File: src/rtl/rv32v_types_pkg.sv
// rv32v_types_pkg: shared vector types, element-width encoding and collector FSM states.
package rv32v_types_pkg;
  localparam int NUM_LANES = 4;
  localparam int DCACHE_BLOCK_SIZE = 8;
  typedef enum logic [1:0] {SEW8 = 2'd0, SEW16 = 2'd1, SEW32 = 2'd2, SEW64 = 2'd3} vsew_t;
  typedef enum logic [1:0] {IDLE = 2'd0, COLLECT = 2'd1, DONE = 2'd2} collector_state_t;
endpackage

File: src/rtl/rv32v_elem_extract.sv
// rv32v_elem_extract: pick one element out of a 32b word by byte offset and EEW, zero-extended.
//  word  in  32  response word containing the element
//  addr  in  2   element byte offset within the word
//  veew  in  vsew_t element width (e8/e16/e32; e64 passes the word through)
//  elem  out 32  zero-extended element
module rv32v_elem_extract
  import rv32v_types_pkg::*;
(
  input  logic [31:0] word,
  input  logic [1:0]  addr,
  input  vsew_t       veew,
  output logic [31:0] elem
);
  logic [7:0]  b;
  logic [15:0] h;
  assign b = word[{addr, 3'b000} +: 8];
  assign h = word[{addr[1], 4'b0000} +: 16];
  assign elem = veew == SEW8 ? {24'h0, b} : veew == SEW16 ? {16'h0, h} : word;
endmodule

File: src/rtl/rv32v_load_collector.sv
// rv32v_load_collector: gathers LSC load responses into per-lane element data for one vector load uop.
//  CLK/RST (sync, active-high); start/start_ready + lane_mask/lane_addr/veew/uop_num/uop_last latch a uop;
//  rsp_valid/rsp_wide/rsp_lanes/rsp_lane/rsp_word/rsp_block deliver wide or narrow responses;
//  out_valid/out_ready handshake out_data/out_mask/out_uop_num/out_uop_last.
//  RV32V_LOAD_FAULT_EN adds rsp_fault, out_fault, out_fault_lane (fault-only-first truncation).
module rv32v_load_collector
  import rv32v_types_pkg::*;
#(
  parameter int LANES = NUM_LANES,
  parameter int BLOCK_WORDS = DCACHE_BLOCK_SIZE
) (
  input  logic                         CLK,
  input  logic                         RST,
  input  logic                         start,
  output logic                         start_ready,
  input  logic [LANES-1:0]             lane_mask,
  input  logic [LANES*32-1:0]          lane_addr,
  input  vsew_t                        veew,
  input  logic [4:0]                   uop_num,
  input  logic                         uop_last,
  input  logic                         rsp_valid,
  input  logic                         rsp_wide,
  input  logic [LANES-1:0]             rsp_lanes,
  input  logic [$clog2(LANES)-1:0]     rsp_lane,
  input  logic [31:0]                  rsp_word,
  input  logic [BLOCK_WORDS*32-1:0]    rsp_block,
`ifdef RV32V_LOAD_FAULT_EN
  input  logic                         rsp_fault,
  output logic                         out_fault,
  output logic [$clog2(LANES)-1:0]     out_fault_lane,
`endif
  output logic                         out_valid,
  input  logic                         out_ready,
  output logic [LANES*32-1:0]          out_data,
  output logic [LANES-1:0]             out_mask,
  output logic [4:0]                   out_uop_num,
  output logic                         out_uop_last
);
  localparam int LW = $clog2(LANES);
  localparam int IW = $clog2(BLOCK_WORDS);
  collector_state_t state_q, state_d;
  logic [LANES-1:0] pending_q, pending_d, mask_q, mask_d, hit;
  logic [LANES-1:0][31:0] data_q, data_d, elem;
  logic [LANES-1:0][IW+1:0] addr_q, addr_d;
  vsew_t veew_q, veew_d;
  logic [4:0] uop_num_q, uop_num_d;
  logic uop_last_q, uop_last_d;
  logic [BLOCK_WORDS-1:0][31:0] blk;
  logic accept;
  logic unused_addr;
`ifdef RV32V_LOAD_FAULT_EN
  logic fault_q, fault_d;
  logic [LW-1:0] fault_lane_q, fault_lane_d, first_hit;
`endif
  assign blk = rsp_block;
  // Only the word-select and byte-offset bits of each address are kept.
  assign unused_addr = ^lane_addr;
  assign start_ready = state_q == IDLE || (state_q == DONE && out_ready);
  assign accept = start && start_ready;
  for (genvar i = 0; i < LANES; i++) begin : g_lane
    logic [31:0] word;
    assign word = rsp_wide ? blk[addr_q[i][IW+1:2]] : rsp_word;
    assign hit[i] = rsp_valid && state_q == COLLECT && pending_q[i] &&
                    (rsp_wide ? rsp_lanes[i] : rsp_lane == LW'(i));
    rv32v_elem_extract u_ext (.word(word), .addr(addr_q[i][1:0]), .veew(veew_q), .elem(elem[i]));
  end
  always_comb begin
    state_d = state_q;
    pending_d = pending_q;
    mask_d = mask_q;
    data_d = data_q;
    addr_d = addr_q;
    veew_d = veew_q;
    uop_num_d = uop_num_q;
    uop_last_d = uop_last_q;
`ifdef RV32V_LOAD_FAULT_EN
    fault_d = fault_q;
    fault_lane_d = fault_lane_q;
    first_hit = '0;
    for (int i = LANES - 1; i >= 0; i--) if (hit[i]) first_hit = LW'(i);
`endif
    if (state_q == COLLECT) begin
      for (int i = 0; i < LANES; i++) begin
        if (hit[i]) begin
          data_d[i] = elem[i];
          pending_d[i] = 1'b0;
        end
      end
`ifdef RV32V_LOAD_FAULT_EN
      // Fault-only-first: truncate the uop at the lowest faulting lane.
      if (rsp_fault && |hit) begin
        fault_d = 1'b1;
        fault_lane_d = first_hit;
        pending_d = '0;
        for (int i = 0; i < LANES; i++) begin
          if (i >= int'(first_hit)) begin
            data_d[i] = '0;
            mask_d[i] = 1'b0;
          end
        end
      end
`endif
      if (pending_d == '0) state_d = DONE;
    end
    if (state_q == DONE && out_ready) state_d = IDLE;
    // A start in DONE with out_ready reloads directly, giving back-to-back uops.
    if (accept) begin
      state_d = lane_mask == '0 ? DONE : COLLECT;
      pending_d = lane_mask;
      mask_d = lane_mask;
      data_d = '0;
      for (int i = 0; i < LANES; i++) addr_d[i] = lane_addr[i*32 +: IW+2];
      veew_d = veew;
      uop_num_d = uop_num;
      uop_last_d = uop_last;
`ifdef RV32V_LOAD_FAULT_EN
      fault_d = 1'b0;
      fault_lane_d = '0;
`endif
    end
  end
  always_ff @(posedge CLK) begin
    if (RST) begin
      state_q <= IDLE;
      pending_q <= '0;
      mask_q <= '0;
      data_q <= '0;
      addr_q <= '0;
      veew_q <= SEW8;
      uop_num_q <= '0;
      uop_last_q <= 1'b0;
`ifdef RV32V_LOAD_FAULT_EN
      fault_q <= 1'b0;
      fault_lane_q <= '0;
`endif
    end else begin
      state_q <= state_d;
      pending_q <= pending_d;
      mask_q <= mask_d;
      data_q <= data_d;
      addr_q <= addr_d;
      veew_q <= veew_d;
      uop_num_q <= uop_num_d;
      uop_last_q <= uop_last_d;
`ifdef RV32V_LOAD_FAULT_EN
      fault_q <= fault_d;
      fault_lane_q <= fault_lane_d;
`endif
    end
  end
  assign out_valid = state_q == DONE;
  assign out_data = data_q;
  assign out_mask = mask_q;
  assign out_uop_num = uop_num_q;
  assign out_uop_last = uop_last_q;
`ifdef RV32V_LOAD_FAULT_EN
  assign out_fault = fault_q;
  assign out_fault_lane = fault_lane_q;
`endif
endmodule

File: config.mk
export PLATFORM = sky130hd
export DESIGN_NAME = rv32v_load_collector
export DESIGN_NICKNAME = d
export VERILOG_FILES = /design/src/rtl/rv32v_types_pkg.sv /design/src/rtl/rv32v_elem_extract.sv /design/src/rtl/rv32v_load_collector.sv
export SDC_FILE = /design/constraint.sdc
export NUM_CORES = 1
export LEC_CHECK = 0
export CAP_MARGIN = 10
export CELL_PAD_IN_SITES_DETAIL_PLACEMENT = 1
export CELL_PAD_IN_SITES_GLOBAL_PLACEMENT = 1
export CORE_ASPECT_RATIO = 1.2
export CORE_MARGIN = 2
export CORE_UTILIZATION = 33
export CTS_BUF_LIST = sky130_fd_sc_hd__clkbuf_8
export CTS_CLUSTER_SIZE = 14
export DETAILED_ROUTE_END_ITERATION = 7
export GPL_TIMING_DRIVEN = 0
export PLACE_DENSITY_LB_ADDON = 0.1
export SETUP_SLACK_MARGIN = 0.2
export SLEW_MARGIN = 20
export SYNTH_ARGS = -nofsm -noshare
export SYNTH_HDL_FRONTEND = slang
export SYNTH_HIERARCHICAL = 1
export SYNTH_SLANG_ARGS = --single-unit
File: constraint.sdc
create_clock -name CLK -period 2.42 [get_ports CLK]
set_clock_uncertainty 0.2 [all_clocks]
set_input_delay 0.484 -clock CLK [delete_from_list [all_inputs] [get_ports CLK]]
set_output_delay 0.484 -clock CLK [all_outputs]
set_load 0.02 [all_outputs]
======== After elaboration in Yosys (flattened, before gate mapping) ========
Index checks and enable logic that the tools add are counted.
storage, ports and cells
  bits of input ports ..................... 440
  output and inout port bits .............. 140
  register bits after elaboration ......... 166
  logic and storage cells ................. 97
operators by class
  reductions and logical operators ........ 26
  shift-type cells ........................ 8
  multiplexer cells ....................... 39
  magnitude comparators ................... 4
  equal/unequal tests ..................... 6
operators by type and width
  kind                                                         count
  two-way mux 32 bit                                           16
  binary-select mux 32 bit (select 3 bit)                      4
  variable part select 32 x 6 -> 16 bit                        4
  variable part select 32 x 6 -> 8 bit                         4
  less-than comparator 3 x 4 -> 1 bit (second input constant)  4
  two-way mux 1 bit                                            12
  logical AND 1 bit                                            11
  two-way mux 2 bit                                            5
  AND reduction 2 bit                                          5
  zero test 4 bit                                              2
  two-way mux 4 bit                                            2
  equality test 2 x 1 -> 1 bit (second input constant)         3
  equality test 2 bit (second input constant)                  3
  zero test 2 bit                                              3
  nonzero test 3 bit                                           2
  nonzero test 2 bit                                           1
  OR reduction 2 bit                                           1
  logical OR 1 bit                                             1

======== Depth between registers and ports, before layout ========
  depth in word-level cells ............... 11
  mapped depth ............................ 10
  gate-level depth less buffers ........... 8

======== Hierarchy ========
Netlist, hierarchy kept.
modules (own cells, without submodules)
  module                cells each  area an instance (um^2)  times used  seq. area each (um^2)
  rv32v_load_collector  1,309       14,212.4                 1           3,323.2
  rv32v_elem_extract    112         903.4                    4           0.0

======== Worst setup path before layout ========
Ideal clock, no wire load.
  path kind ............................... reg-to-reg
  start ................................... register addr_q[12] in the netlist's numbering
  end ..................................... register data_q (netlist bit out_data[66])
  arrival time ............................ 2,319 ps
  setup slack ............................. -219 ps
  period minus slack after synthesis ...... 2,639 ps
  path buffers ............................ 2
  data required time ...................... 2,100 ps
  cell stages (with the launch flop) ...... 11
  setup time .............................. 120 ps
  cell sequence ........................... dfxtp_1 -> buf_2 -> buf_2 -> mux4_2 -> mux2i_1 -> a21oi_1 -> or3b_1 -> o21ai_0 -> a221oi_2 -> mux2i_1 -> nor2_2
RTL lines
  element                   RTL line                     RTL
  start: declaration        rv32v_load_collector.sv:44   logic [LANES-1:0][IW+1:0] addr_q, addr_d;
  start signal: assignment  rv32v_load_collector.sv:141  addr_q <= addr_d;
  end signal: assignment    rv32v_load_collector.sv:140  data_q <= data_d;
  end: declaration          rv32v_load_collector.sv:43   logic [LANES-1:0][31:0] data_q, data_d, elem;

==> impl_results.md <==
* Drt drc at 0
* Starting Density at 0.3330
* IO Port Bufs at 471
* Setup violators final at 118
* CP Data Arrival Time at 3.12 ns
* Largest net degree at the start of global routing at 22
* Max Cap Viol at 0
* Drt via density at 6.208
* Total global routing overflow at 0
* Status: finished, violations left
* Cell Pwr Density at 421.8 mW/mm2
* Fraction of layout cells with a size suffix above 1 at 0.3901
* First-pass DRT Iterations at 5
* Slew HR at 0.4564
* FMAX at 0.3502 GHz
* DRT antenna net count at 0
* Post-synthesis register bit count at 166
* Power Total at 0.01169 W
* Synth warn at 6
* Chip Height at 258.6 um
* H-tree levels at 4
* CTS tree: built
* Final HPWL DP at 80950 um
* Mapped Cells at 1757
* RSZ-0062 raised after global routing: true
* Iteration-0 DRC Markers at 1821
* Synth async-reset ratio at 0
* Nets@finish at 2800
* CTS clk-pin slew, worst paths at 0.11 ns
* Die width at 216.2 um
* Initial antenna violation count at 40
* GR peak layer: met2
* Placer Congestion at 0.9594
* Crit Path Max Fanout at 6
* Total routed wirelength at 105500 um
* Total GRT Usage at 0.3625
* Mapped Area at 0.01783 mm2
* Post-route clock period utilization at 1.180
* Crit Path Class: reg2reg
* CTS Buf Count at 17
* Design area at 0.02771 mm2
* Met1 Use GR at 0.4253
* Req. time, crit path at 2.69 ns
* Min Tclk post-route at 2.855 ns
* Vias in the first global route at 19750
* Final WS setup at -0.4353 ns
* Vias post-DR at 19390
* Grt met3 use at 0.09906
* Post-DR wirelength/cell at 33.78 um
* Met2 GRT Util at 0.5820
* Wire length of the first global-routing pass at 143900 um
* Area growth, synth to finish at 55.44%
* Top-Level Pins at 580
* Fin. max-slew vios at 0
* Ys flop type: dfxtp_1
* Syn_nets at 2197
* CTS Buffer Depth at 2
* Placed insts at 2940
* Violations in the final reports: negative setup slack
* Rows at 93
* P_leak at 9.842 nW
* Final Hold Fails at 0
* Die Area at 0.05590 mm2
* Core area at 0.05353 mm2
* Unique masters post-synth at 48
* Worst setup EP type: flop
* Post-synth EDFFs at 0
* TritonCTS Sinks at 166
* Hold Path Class: in2reg
* Critical Path Source Type: flop
* Final hold slack at 0.2425 ns
* Dpl cell area at 0.02378 mm2
* Clock Latency Late Sink at 0.57 ns
* Root Driver: clkbuf_8
* Seq/Total Area, Yosys at 0.1864
* VDD IR-drop max at 379.0 uV
* Non-filler instance count after layout at 3123
* Mean post-synth cell area at 10.15 um2
* Worst Tran Pin Value at 0.8124 ns
==> final cells by class <==
cell class | count | area, um2
well taps | 712 | 890.9
clock buffers | 19 | 261.5
flip-flops and latches | 166 | 3341
inverters | 41 | 153.9
multi-input cells | 1367 | 15190
repair buffers | 584 | 5948
plain buffers | 183 | 1725
clock inverters | 11 | 93.84
diodes | 40 | 100.1
fillers | 5771 | 25820
==> worst max-delay path: stages (launching register included) <==
cell and delay [ns]:
dfxtp_4 0.41, buf_12 0.16, buf_12 0.15, mux4_2 0.53, mux2i_2 0.23, a21oi_4 0.16
or3b_1 0.44, o21ai_2 0.11, a221oi_4 0.11, mux2i_1 0.19, nor2_1 0.05
==> Yosys cell counts, types with 37 or more instances <==
cell type / number / share of area
mux4_2: 256 / 0.32
mux2i_1: 224 / 0.13
or3b_1: 64 / 0.031
nand2_1: 194 / 0.041
inv_1: 37 / 0.0078
dfxtp_1: 166 / 0.19
buf_2: 43 / 0.012
clkbuf_1: 80 / 0.017
and2_1: 65 / 0.023
a21oi_1: 228 / 0.064
a22o_1: 96 / 0.047
nor2_1: 69 / 0.015
==> report_power, final <==
part           internal, W  switching (W)  total, W
registers          0.00279       0.000101   0.00289
clock network     0.000776        0.00126   0.00203
logic              0.00325        0.00351   0.00677
total              0.00682        0.00487    0.0117
==> sequential cells by signal, indices dropped and copies added (netlist names) <==
register	flops
out_data	128
out_uop_num	5
veew_q	2
addr_q	20
state_q	2
out_mask	4
pending_q	4
out_uop_last	1
==> layer usage <==
metal / vias up / part of all wire / wire (um)
met5: - / 0.00049 / 52
met4: 8 / 0.074 / 7804
met3: 300 / 0.097 / 10260
met2: 1135 / 0.46 / 48950
met1: 9849 / 0.36 / 38420
li1: 8097 / - / -
==> cells by family (layout without fill, tap and decap cells) <==
logic type	after synthesis	count (layout)	share of synthesized area
AOI/OAI and AO/OA	440	440	0.1690
and+or+nand+nor	447	447	0.1325
muxes	480	480	0.4492
buffers and inverters	224	838	0.06282
DFF	166	166	0.1864
other	0	40	0
==> cell usage in the layout (no fill, tap or decap), drive strengths merged, types with 3 or more instances in the layout <==
cell	netlist	routed
a221oi	32	32
or3b	65	65
o211ai	5	5
a21oi	228	228
clkinv	0	4
o21ai	66	66
inv	41	47
mux2i	224	224
a22o	96	96
clkbuf	84	105
nor2b	4	4
dlygate4sd2	0	138
and2	67	67
nand2	194	194
clkdlybuf4s50	0	331
buf	99	211
a211oi	3	3
mux4	256	256
dfxtp	166	166
nor2	102	102
diode	0	40
nor3b	5	5
==> repair_timing <==
action,4_1_cts,5_1_grt
gates cloned,11,7
hold buffers,0,0
setup buffers,61,34
pin swaps,73,87
setup endpoints to repair,276,130
gates resized for setup,584,186
==> path summary, 6_finish.rpt <==
path | slack [ns] | to | from | depth (start not counted)
hold reg to reg | 0.25 | out_data[23]$_SDFFE_PP0P_ | out_data[23]$_SDFFE_PP0P_ | 2
hold / removal | 0.24 | addr_q[16]$_SDFFE_PP0P_ | lane_addr[97] | 3
setup reg to reg | -0.44 | out_data[64]$_SDFFE_PP0P_ | addr_q[12]$_SDFFE_PP0P_ | 10
setup / recovery | -0.44 | out_data[64]$_SDFFE_PP0P_ | addr_q[12]$_SDFFE_PP0P_ | 10
==> metrics by stage <==
stage	setup TNS, ns	setup slack [ns]	utilization
floorplan	0	0.04313	-
global placement	-184.54	-1.842	0.4442
detailed placement	-192.87	-1.959	0.4443
CTS	-17.64	-0.3537	0.4927
global route	-30.20	-0.4885	0.5171
finish	-23.15	-0.4353	0.5177
Power figures use the tool's default switching activity.
